**src/rtl/mu0_control.sv**
```systemverilog
// MU0 fetch/execute controller: decodes state and opcode into datapath selects and enables,
// stalls on the memory handshake, and halts with Err if the bus stays not-ready too long.
module mu0_control #(
    parameter int MAX_WAIT = 15,
    parameter int CNT_W    = 8
) (
    input  logic       Clk,
    input  logic       nReset,
    input  logic [3:0] F,
    input  logic       N,
    input  logic       Z,
    input  logic       MemRdy,
    output logic       Asel,
    output logic       Xsel,
    output logic       Ysel,
    output logic [1:0] ALUfs,
    output logic       ACCce,
    output logic       PCce,
    output logic       IRce,
    output logic       ACCoe,
    output logic       MEMrq,
    output logic       RnW,
    output logic       Halted,
    output logic       Err
);

    typedef enum logic [1:0] {
        S_FETCH = 2'd0,
        S_EXEC  = 2'd1,
        S_HALT  = 2'd2
    } state_t;

    localparam logic [CNT_W-1:0] WAIT_LAST = CNT_W'(MAX_WAIT - 1);
    localparam logic [CNT_W-1:0] CNT_MAX   = {CNT_W{1'b1}};

    state_t           state_q, state_d;
    logic [CNT_W-1:0] cnt_q, cnt_d;
    logic             err_q, err_d;
    logic             stall;

    always_ff @(posedge Clk or negedge nReset) begin
        if (!nReset) begin
            state_q <= S_FETCH;
            cnt_q   <= '0;
            err_q   <= 1'b0;
        end else begin
            state_q <= state_d;
            cnt_q   <= cnt_d;
            err_q   <= err_d;
        end
    end

    always_comb begin
        state_d = state_q;
        cnt_d   = cnt_q;
        err_d   = err_q;
        if (stall) begin
            if (cnt_q != CNT_MAX) cnt_d = cnt_q + 1'b1;
            // This stall cycle is the last one tolerated: abandon the access.
            if (cnt_q >= WAIT_LAST) begin
                state_d = S_HALT;
                err_d   = 1'b1;
            end
        end else begin
            cnt_d = '0;
            case (state_q)
                S_FETCH: state_d = S_EXEC;
                S_EXEC:  state_d = (F == 4'd7) ? S_HALT : S_FETCH;
                default: state_d = S_HALT;
            endcase
        end
    end

    always_comb begin
        Asel   = 1'b0;
        Xsel   = 1'b0;
        Ysel   = 1'b0;
        ALUfs  = 2'b00;
        ACCce  = 1'b0;
        PCce   = 1'b0;
        IRce   = 1'b0;
        ACCoe  = 1'b0;
        MEMrq  = 1'b0;
        RnW    = 1'b1;
        Halted = 1'b0;
        stall  = 1'b0;
        case (state_q)
            S_FETCH: begin
                MEMrq = 1'b1;
                IRce  = 1'b1;
                Xsel  = 1'b1;
                ALUfs = 2'b10;
                PCce  = 1'b1;
            end
            S_EXEC: begin
                case (F)
                    4'd0: begin
                        Asel  = 1'b1;
                        MEMrq = 1'b1;
                        ACCce = 1'b1;
                    end
                    4'd1: begin
                        Asel  = 1'b1;
                        MEMrq = 1'b1;
                        RnW   = 1'b0;
                        ACCoe = 1'b1;
                    end
                    4'd2, 4'd3: begin
                        Asel  = 1'b1;
                        MEMrq = 1'b1;
                        ALUfs = (F == 4'd2) ? 2'b01 : 2'b11;
                        ACCce = 1'b1;
                    end
                    4'd4: begin
                        Ysel = 1'b1;
                        PCce = 1'b1;
                    end
                    4'd5: begin
                        Ysel = 1'b1;
                        PCce = ~N;
                    end
                    4'd6: begin
                        Ysel = 1'b1;
                        PCce = ~Z;
                    end
                    default: ;
                endcase
            end
            default: Halted = 1'b1;
        endcase

        // Not-ready memory: hold the request stable but suppress every register update.
        stall = MEMrq & ~MemRdy;
        if (stall) begin
            ACCce = 1'b0;
            PCce  = 1'b0;
            IRce  = 1'b0;
        end

        if (!nReset) begin
            Asel   = 1'b0;
            Xsel   = 1'b0;
            Ysel   = 1'b0;
            ALUfs  = 2'b00;
            ACCce  = 1'b0;
            PCce   = 1'b0;
            IRce   = 1'b0;
            ACCoe  = 1'b0;
            MEMrq  = 1'b0;
            RnW    = 1'b1;
            Halted = 1'b0;
            stall  = 1'b0;
        end
    end

    assign Err = err_q;

endmodule
```
**config.mk**
```make
export PLATFORM = sky130hd
export DESIGN_NAME = mu0_control
export DESIGN_NICKNAME = d
export VERILOG_FILES = /design/src/rtl/mu0_control.sv
export SDC_FILE = /design/constraint.sdc
export NUM_CORES = 1
export LEC_CHECK = 0
export CAP_MARGIN = 15
export CORE_MARGIN = 3
export CORE_UTILIZATION = 25
export DETAILED_ROUTE_END_ITERATION = 16
export PLACE_DENSITY = 0.51
export SYNTH_ARGS = -nofsm -noshare
export SYNTH_HDL_FRONTEND = slang
export SYNTH_SLANG_ARGS = --single-unit
```
**constraint.sdc**
```tcl
create_clock -name Clk -period 3.5 [get_ports Clk]
set_input_delay 0.525 -clock Clk [delete_from_list [all_inputs] [get_ports Clk]]
set_output_delay 0.525 -clock Clk [all_outputs]
set_load 0.02 [all_outputs]
```
==> impl_metrics.json <==
{
  "status": "completed",
  "detailed_place.area_sq_um": 964.7,
  "flow.area_growth_from_synthesis_pct": 37.20,
  "cts_max_path_buffers": 2,
  "final_number_of_max_transition_violations": 0,
  "grt_pass1_vias": 643,
  "synthesis.area_per_instance_sq_um": 8.819,
  "ys_types": 32,
  "worst_setup_path_start_kind": "input port",
  "rsz_0062_raised_after_global_routing": "false",
  "final_area_sq_um": 992.2,
  "start_util": 0.2768,
  "place.detailed.hpwl_mm": 1.404,
  "cts-buffers-inserted": 3,
  "timing.critical_path.fanout_max": 7,
  "insertion_delay_ns": 0.27,
  "grt-ovfl-total": 0,
  "synthTopCellsByArea": "sky130_fd_sc_hd__dfrtp_1 (38%), sky130_fd_sc_hd__nor3_1 (6.2%), sky130_fd_sc_hd__a211oi_1 (5.2%), sky130_fd_sc_hd__nor2_1 (3.6%), sky130_fd_sc_hd__a21oi_1 (3.5%)",
  "synthesis.area_sq_um": 723.2,
  "root_buffer": "sky130_fd_sc_hd__clkbuf_4",
  "fp.dieH_um": 59.79,
  "timing.rr.start": "cnt_q[1]",
  "hold_viol_final": 0,
  "place.port_buffers": 21,
  "insertedDiodeCount": 0,
  "finalCritPeriodShare": 0.8454,
  "synth-edff-count": 0,
  "library_cell_occupying_the_most_area_in_the_post_synthesis_netlist": "sky130_fd_sc_hd__dfrtp_1",
  "holdCritStartpoint": "Err",
  "mappedNetlistNets": 93,
  "vdd_drop_max_mv": 0.2196,
  "final_critical_delay_including_setup_and_external_delays_ns": 2.959,
  "fillerInstances": 275,
  "grt_max_degree": 14,
  "initial_antenna_violation_count": 0,
  "cts_setup_buffers": 0,
  "fp.dieArea_sq_mm": 0.003574,
  "final-seq-area_sq_um": 275.3,
  "maximum_clock_frequency_mhz": 338.0,
  "synthFlopType": "sky130_fd_sc_hd__dfrtp_1",
  "rows": 18,
  "cts_htree_levels": 1,
  "cap_viol_max_count": 0,
  "setup_violations": 0,
  "timing_worst_slew_pin_value_ns": 0.4095,
  "viasPerCell": 5.022,
  "ys_top_cells_by_count": "sky130_fd_sc_hd__dfrtp_1 (11), sky130_fd_sc_hd__nor3_1 (9), sky130_fd_sc_hd__nor2_1 (7), sky130_fd_sc_hd__nand2_1 (6)",
  "drt-wirelength-per-cell_um": 13.19,
  "dr.first_iter.drc_count": 32,
  "power_leakage_nw": 0.3965,
  "track_usage": 0.1117,
  "yosys.cell_count.top_type": "sky130_fd_sc_hd__dfrtp_1",
  "multi_input_area_sq_um": 430.4,
  "top_level_ports": 22,
  "num-nets-final": 117,
  "final_layout_size_suffix_gt1_frac": 0.08571,
  "final.setup.tns_ns": 0,
  "type_of_destination_of_the_critical_path": "output pin",
  "netlist_instances": 82,
  "routed-via-count": 678,
  "cts_hold_buffers": 0,
  "power_density_mw_per_mm2": 424.1,
  "skew_ns": 0.007848,
  "slew_headroom": 0.7263,
  "drt_first_pass_iters": 4,
  "grt_pass1_wl_mm": 3.049,
  "drt-total-wl_mm": 1.781,
  "clk_transition_reported_paths_ns": 0.08,
  "die_w_um": 59.79,
  "postSynthRegisterBits": 11,
  "cts_sinks": 11,
  "fraction_of_registers_with_async_set_or_reset_after_synthesis": 1.000,
  "worst_setup_path_startpoint": "nReset",
  "synth_largest_type_area_fraction": 0.3806,
  "seq_area_frac_synth": 0.3806,
  "coreArea_sq_mm": 0.002613,
  "class_of_the_worst_hold_path": "flop to flop",
  "global_placement_routability_congestion": 0.7352,
  "postCtsResizedCells": 0,
  "worst_path_required_time_ns": 2.97,
  "yosys_warning_count": 0,
  "drt_drc_violations_left": 0,
  "cp_data_arrival_time_ns": 2.43,
  "path_class": "input port to output pin",
  "tritoncts_clock_tree": "built",
  "antenna_violating_nets_post_route": 0
}
[registers in the layout, summed over array words and instances (netlist names)]
| register | cells |
|---|---|
| cnt_q | 8 |
| state_q | 2 |
| Err | 1 |
[final timing paths]
check	endpoint	slack, ns	cells past startpoint
max reg2reg	cnt_q[7]	1.93	4
min in group asynchronous	cnt_q[5]	0.66	2
max	ACCce	0.54	5
min	Err	0.46	1
max in group asynchronous	cnt_q[6]	2.68	2
min reg2reg	Err	0.46	1
[metal layers]
layer,global-route usage,wire length (um)
met5,0,0
met4,0.02848,0
met3,0.03240,61
met2,0.1590,826
met1,0.1636,893
[power by group]
part | total [mW] | switching (mW) | internal, mW
clock network | 0.0865 | 0.0442 | 0.0423
registers | 0.165 | 0.0242 | 0.141
logic | 0.169 | 0.0816 | 0.0873
[placed cells by master, fill, tap and decap left out, drive strengths merged, types with 2 or more instances in the layout]
cell type       n
a31oi           2
and4            2
and3            4
dfrtp          11
nand4           2
nor2            7
clkbuf          3
nor3            9
a21oi           5
nand2           6
ha              2
a211oi          5
and2            4
nor4b           3
o21ai           2
clkdlybuf4s50  21
[through the flow]
stage,utilization,power [mW],std cells,setup slack (ns),hold slack (ns)
after global routing,0.3798,0.4503,135,0.4418,0.5060
final,0.3798,0.4208,135,0.5411,0.4601
after CTS,0.3798,0.4270,135,0.5239,0.4698
after global placement,0.3693,0.3385,131,0.6189,0.4389
after floorplan,-,0.2613,82,1.199,0.2294
after detailed placement,0.3693,0.3391,131,0.5233,0.4509
[worst max-delay path, cell delays in order]
cell,delay (ns)
sky130_fd_sc_hd__clkdlybuf4s50_1,0.53
sky130_fd_sc_hd__nand2b_4,0.10
sky130_fd_sc_hd__nor4b_2,0.39
sky130_fd_sc_hd__nor3b_1,0.24
sky130_fd_sc_hd__clkdlybuf4s50_1,0.64
[cell type report]
type,instances,share of cell area
inverter,1,0.003783
timing repair buffer,22,0.2194
multi-input combinational,67,0.4338
tap,30,0.03783
clock inverter,1,0.005044
sequential,11,0.2774
clock buffer,3,0.02270
[cells by family after synthesis]
group,Yosys count,synth area share
AOI/OAI and AO/OA,19,0.1730
buffers and inverters,4,0.02421
DFF,11,0.3806
and+or+nand+nor,45,0.3737
muxes,1,0.01384
adders and majority gates,2,0.03460
(Power assumes the default switching activity.)
